===== src/rtl/scan_decoder_if.sv =====
// scan_decoder_if: control inputs and decoded outputs of the scan decoder
interface scan_decoder_if #(
    parameter int SEL_W = 3
);
    localparam int OUT_W = 2 ** SEL_W;

    logic             en;
    logic             mode;
    logic [SEL_W-1:0] sel_in;
    logic [SEL_W-1:0] scan_max;
    logic [OUT_W-1:0] Y;
    logic [SEL_W-1:0] cur_sel;
    logic             slot_tick;
    logic             wrap;

    modport master (
        output en, mode, sel_in, scan_max,
        input  Y, cur_sel, slot_tick, wrap
    );

    modport slave (
        input  en, mode, sel_in, scan_max,
        output Y, cur_sel, slot_tick, wrap
    );
endinterface


===== src/rtl/scan_decoder.sv =====
// scan_decoder: registered one-hot decoder with direct select or prescaled auto-scan.
// Define ACTIVE_LOW_OUT_EN for inverted (common-anode) Y drive.
module scan_decoder #(
    parameter int SEL_W    = 3,
    parameter int PRESCALE = 4
) (
    input logic         clk,
    input logic         reset,
    scan_decoder_if.slave bus
);
    localparam int OUT_W = 2 ** SEL_W;
    localparam int PW    = PRESCALE > 1 ? $clog2(PRESCALE) : 1;
    localparam logic [PW-1:0] LAST = PW'(PRESCALE - 1);
`ifdef ACTIVE_LOW_OUT_EN
    localparam logic [OUT_W-1:0] OFF = '1;
`else
    localparam logic [OUT_W-1:0] OFF = '0;
`endif

    logic [OUT_W-1:0] y_q;
    logic [SEL_W-1:0] cur_q;
    logic [SEL_W-1:0] nxt;
    logic [PW-1:0]    pc;
    logic             tick_q;
    logic             wrap_q;
    logic             adv;

    // Polarity is folded in before the flop so Y stays a pure register output
    function automatic logic [OUT_W-1:0] drive(input logic [SEL_W-1:0] s);
        drive = (OUT_W'(1) << s) ^ OFF;
    endfunction

    always_comb begin
        adv = cur_q < bus.scan_max;
        nxt = adv ? cur_q + SEL_W'(1) : '0;
    end

    always_ff @(posedge clk) begin
        if (reset) begin
            y_q    <= OFF;
            cur_q  <= '0;
            pc     <= '0;
            tick_q <= 1'b0;
            wrap_q <= 1'b0;
        end else if (!bus.en) begin
            y_q    <= OFF;
            tick_q <= 1'b0;
            wrap_q <= 1'b0;
        end else if (!bus.mode) begin
            y_q    <= drive(bus.sel_in);
            cur_q  <= bus.sel_in;
            pc     <= '0;
            tick_q <= 1'b0;
            wrap_q <= 1'b0;
        end else if (pc == LAST) begin
            y_q    <= drive(nxt);
            cur_q  <= nxt;
            pc     <= '0;
            tick_q <= 1'b1;
            wrap_q <= !adv;
        end else begin
            y_q    <= drive(cur_q);
            pc     <= pc + PW'(1);
            tick_q <= 1'b0;
            wrap_q <= 1'b0;
        end
    end

    assign bus.Y         = y_q;
    assign bus.cur_sel   = cur_q;
    assign bus.slot_tick = tick_q;
    assign bus.wrap      = wrap_q;
endmodule

===== src/flat_wrapper.sv =====
// flat-port wrapper written by rule: the top's interface ports become plain ports
module scan_decoder_flat 
#(
    parameter int SEL_W    = 3,
    parameter int PRESCALE = 4
)
  (clk, reset, bus_en, bus_mode, bus_sel_in, bus_scan_max, bus_Y, bus_cur_sel, bus_slot_tick, bus_wrap);
  scan_decoder_if #(.SEL_W(SEL_W)) bus_i ();
  input logic clk;
  input logic reset;
  input wire logic [$bits(bus_i.en)-1:0] bus_en;
  input wire logic [$bits(bus_i.mode)-1:0] bus_mode;
  input wire logic [$bits(bus_i.sel_in)-1:0] bus_sel_in;
  input wire logic [$bits(bus_i.scan_max)-1:0] bus_scan_max;
  output wire logic [$bits(bus_i.Y)-1:0] bus_Y;
  output wire logic [$bits(bus_i.cur_sel)-1:0] bus_cur_sel;
  output wire logic [$bits(bus_i.slot_tick)-1:0] bus_slot_tick;
  output wire logic [$bits(bus_i.wrap)-1:0] bus_wrap;
  assign bus_i.en = bus_en;
  assign bus_i.mode = bus_mode;
  assign bus_i.sel_in = bus_sel_in;
  assign bus_i.scan_max = bus_scan_max;
  assign bus_Y = bus_i.Y;
  assign bus_cur_sel = bus_i.cur_sel;
  assign bus_slot_tick = bus_i.slot_tick;
  assign bus_wrap = bus_i.wrap;
  scan_decoder #(.SEL_W(SEL_W), .PRESCALE(PRESCALE)) u_core (.clk(clk), .reset(reset), .bus(bus_i));
endmodule

===== config.mk =====
export PLATFORM = sky130hd
export DESIGN_NAME = scan_decoder_flat
export DESIGN_NICKNAME = d
export VERILOG_FILES = /design/src/rtl/scan_decoder_if.sv /design/src/rtl/scan_decoder.sv /design/src/flat_wrapper.sv
export SDC_FILE = /design/constraint.sdc
export NUM_CORES = 1
export LEC_CHECK = 0
export BUFFER_PORTS_ARGS = -buffer_cell sky130_fd_sc_hd__buf_4
export CELL_PAD_IN_SITES_DETAIL_PLACEMENT = 0
export CELL_PAD_IN_SITES_GLOBAL_PLACEMENT = 1
export CORE_ASPECT_RATIO = 0.75
export CORE_UTILIZATION = 34
export DETAILED_ROUTE_END_ITERATION = 8
export GPL_ROUTABILITY_DRIVEN = 0
export HOLD_SLACK_MARGIN = 0.06
export MAX_ROUTING_LAYER = met4
export PLACE_DENSITY = 0.8
export SYNTH_ARGS = -nofsm -noshare
export SYNTH_HDL_FRONTEND = slang
export SYNTH_SLANG_ARGS = --single-unit

===== constraint.sdc =====
create_clock -name clk -period 2 [get_ports clk]
set_input_delay 0.1 -clock clk [delete_from_list [all_inputs] [get_ports clk]]
set_output_delay 0.1 -clock clk [all_outputs]
set_load 0.05 [all_outputs]

==> impl_results.rst <==
.. list-table::
   :header-rows: 1

   * - Metric
     - Value
   * - Clock tree from TritonCTS
     - built
   * - Final total negative setup slack
     - 0 ns
   * - Number of endpoints with negative hold slack in the final report
     - 0
   * - Total number of yosys warnings
     - 0
   * - Sw frac
     - roughly 29%
   * - Overall Global Routing Usage
     - around 16%
   * - Wire length of the first global-routing pass
     - about 2300 um
   * - Static leakage power
     - between 0.3 and 0.4 nW
   * - Top library cells by usage in the layout, fill and taps aside
     - sky130_fd_sc_hd__buf_4, sky130_fd_sc_hd__dfxtp_1, sky130_fd_sc_hd__nor3_1
   * - Total of fill cells in the finished design
     - 188
   * - Starting density of the core
     - a little under two fifths
   * - Register Area
     - roughly 300 um^2
   * - Source-to-sink clock delay at the later pin of the worst-skew pair
     - 0.28 ns
   * - Reg-to-reg critical path startpoint
     - u_core.bus.cur_sel[2]$_SDFFE_PP0P_
   * - Worst Clk Skew
     - roughly 0.006 ns
   * - Clock sinks
     - 15
   * - Die outline height
     - 40.75 um
   * - Avg Synthesized Cell Area
     - approximately 9.2 um^2
   * - DRT Pass-1 Iters
     - 4
   * - Switching Power
     - ~0.18 mW
   * - Setup repair after global routing missed its margin
     - false
   * - Critical path required time
     - 2.16 ns
   * - Logic depth of the worst register-to-register path
     - 5
   * - Via count of the first global-routing pass
     - 519
   * - Number of H-tree levels
     - 1
   * - Total number of vias
     - slightly above 600
   * - Netlist area before placement
     - roughly 700 um^2
   * - Core Util, Final
     - 50.17%
   * - Start-to-end type of the worst setup path
     - reg2reg
   * - Post-layout minimum cycle time
     - around 1.7 ns
   * - Clock Path Buffers
     - 2
   * - Min-Delay Startpoint
     - bus_sel_in[1]
   * - Result of the run
     - complete, no violations
   * - Launch point of the critical path
     - u_core.bus.cur_sel[2]$_SDFFE_PP0P_
   * - Element type at the critical path end
     - flip-flop
   * - Total internal power
     - ~0.43 mW
   * - Num CTS Buffers
     - 3
   * - Pin count of the biggest net entering global routing
     - 17
   * - Post-synthesis net count
     - 88
   * - Final design area excluding fillers
     - slightly above 900 um^2
   * - Ratio of cells with drive above 1 in the final layout
     - approximately a quarter
   * - WL/cell
     - 12.15 um
   * - Area Growth Syn to Fin
     - 33.09%
   * - Initial antenna violation count
     - 0
   * - Total instance count after detailed placement
     - 117
   * - Area of the multi-input gates
     - roughly 370 um^2
   * - Critical Path Fanout Max
     - 5
   * - Number of instances in the synthesized netlist
     - 74
   * - Average vias per placed instance
     - roughly 5
   * - Post-layout nets
     - around 120
   * - Clock network fraction of design power
     - between 20 and 30%
   * - Count of pins over their slew limit
     - 0
   * - Depth of the worst hold-timing path
     - 3
   * - Portion of total power attributed to sequential cells
     - 51.5%
   * - Kind of start point of the critical path
     - flip-flop
   * - Achievable frequency
     - 586.3 MHz
   * - Max-slew headroom
     - between 70% and 80%
   * - Clock transition time at the flip-flop clock pins of the worst setup and hold paths
     - around 0.09 ns
   * - Number of buffers inserted by port buffering
     - 22
   * - Arrival time reported for the critical path endpoint
     - ~1.9 ns
   * - Dpl hpwl
     - 1146 um
   * - Core Region
     - roughly 1800 um^2
   * - Antenna violation net count after detailed routing
     - 0
   * - Transition time at the pin with the least slew margin
     - approximately 0.38 ns
   * - Overflow after GRT
     - 0
   * - Clock Root Buffer
     - sky130_fd_sc_hd__clkbuf_4
   * - Hold Path Class
     - in2reg
   * - Number of maximum-capacitance constraint violations
     - 0
   * - Die X
     - around 54 um
   * - Drt total wl
     - about 1500 um
   * - Instance area at placement
     - 869.6 um^2
   * - Sequential element share of the synthesized area
     - 44.12%
   * - Power share of the combinational group
     - 20.9%
   * - Final cycle utilization of the critical path
     - between 80% and 90%
   * - Standard-cell row count
     - 13
   * - Power density relative to cell area
     - between 600 and 700 nW/um^2
   * - Sum of internal, switching and leakage power
     - ~0.61 mW
   * - Count of placed standard cells in the final layout, fillers left out
     - between 100 and 150
   * - Post-route DRC
     - 0
   * - Worst ir drop on vdd
     - 0.0005597 V
   * - Area of the die
     - approximately 2200 um^2
   * - Count of endpoints failing setup in the final report
     - 0
   * - Post-synthesis register bit count
     - 15
   * - Commonest non-fill, non-tap cell in the layout
     - sky130_fd_sc_hd__buf_4
   * - Drt first-iter violations
     - 11
   * - Diodes inserted
     - 0
   * - I/O pin cnt
     - 23
   * - Number of distinct library cell variants in the gate-level netlist after synthesis
     - 24
## power groups by stage
stage	clock network [mW]	registers [mW]	logic, mW
2_1_floorplan	0	0.349	0.0565
5_1_grt	0.187	0.317	0.139
4_1_cts	0.174	0.316	0.128
3_3_place_gp	0	0.323	0.125
6_report	0.169	0.316	0.128
3_5_place_dp	0	0.323	0.126
## what timing repair did
action | in CTS | in global routing
hold buffers | 1 | 0
endpoints found under the setup margin | 0 | 0
setup buffers | 0 | 0
endpoints found under the hold margin | 5 | 0
resized for setup | 0 | 0
## synthesized netlist by cell type
cell type / count / area, um^2
sky130_fd_sc_hd__dfxtp_1: 15 / 300.3
sky130_fd_sc_hd__nor3_1: 8 / 40.04
sky130_fd_sc_hd__nor2b_1: 7 / 43.79
sky130_fd_sc_hd__nand2b_1: 6 / 37.54
sky130_fd_sc_hd__nor2_1: 5 / 18.77
sky130_fd_sc_hd__a31oi_1: 4 / 25.02
sky130_fd_sc_hd__ha_1: 4 / 50.05
sky130_fd_sc_hd__a21oi_1: 3 / 15.01
sky130_fd_sc_hd__inv_1: 3 / 11.26
sky130_fd_sc_hd__a211oi_1: 2 / 15.01
sky130_fd_sc_hd__and2_1: 2 / 12.51
sky130_fd_sc_hd__nand3_1: 2 / 10.01
sky130_fd_sc_hd__o2111ai_1: 2 / 17.52
sky130_fd_sc_hd__a21o_1: 1 / 7.510
sky130_fd_sc_hd__a311o_1: 1 / 10.01
sky130_fd_sc_hd__a311oi_1: 1 / 8.760
sky130_fd_sc_hd__a31o_1: 1 / 8.760
sky130_fd_sc_hd__a31o_2: 1 / 8.760
sky130_fd_sc_hd__a32oi_1: 1 / 8.760
sky130_fd_sc_hd__clkbuf_1: 1 / 3.750
sky130_fd_sc_hd__nand2_1: 1 / 3.750
sky130_fd_sc_hd__nand3b_1: 1 / 7.510
sky130_fd_sc_hd__o21a_1: 1 / 7.510
sky130_fd_sc_hd__xor2_1: 1 / 8.760
## final timing paths
path / slack, ns / endpoint
setup / recovery: 0.29 / u_core.bus.Y[5]$_SDFF_PP0_
hold / removal: 0.11 / u_core.bus.cur_sel[1]$_SDFFE_PP0P_
setup reg to reg: 0.29 / u_core.bus.Y[5]$_SDFF_PP0_
hold reg to reg: 0.47 / u_core.pc[1]$_SDFFE_PP0P_
## per-layer routing
layer | track usage [%] | share of wire (%) | up-vias
met5 | - | 0 | -
met3 | 6.667 | 6.7 | 2
met1 | 19.38 | 51 | 269
li1 | - | - | 327
met4 | 3.947 | 0.47 | 0
met2 | 24.69 | 42 | 18
## cell families after synthesis
| kind of cell | Yosys count | synth area share [%] |
|---|---|---|
| buf+inv | 4 | 2.205 |
| simple gates | 32 | 25.55 |
| compound gates | 18 | 19.49 |
| flops | 15 | 44.12 |
| xor+xnor | 1 | 1.287 |
| fa+ha+maj | 4 | 7.353 |
## final cells by class
class | instances | share of cell area, %
sequential | 15 | 33.15
tap | 22 | 3.039
inverter | 3 | 1.243
clock buffer | 4 | 2.901
timing repair buffer | 23 | 19.34
multi-input combinational | 55 | 40.33
## sequential cells by signal, indices dropped and copies added (netlist names)
signal and flops:
u_core.bus.Y 8, u_core.bus.slot_tick 1, u_core.bus.wrap 1, u_core.pc 2
u_core.bus.cur_sel 3
## through the flow
step           setup slack (ns)  hold slack [ns]
6_report                 0.2945           0.1086
5_1_grt                  0.1469           0.1072
4_1_cts                  0.3050           0.1073
3_5_place_dp             0.3244           0.3306
3_3_place_gp             0.3696           0.3273
2_1_floorplan            0.1284           0.1691
## worst max-delay path: stages, from the launching register on
cell,delay (ns)
sky130_fd_sc_hd__dfxtp_1,0.41
sky130_fd_sc_hd__ha_1,0.27
sky130_fd_sc_hd__a21oi_1,0.22
sky130_fd_sc_hd__o2111ai_1,0.19
sky130_fd_sc_hd__a31oi_1,0.39
sky130_fd_sc_hd__nor3_1,0.11
(Power assumes the default switching activity.)
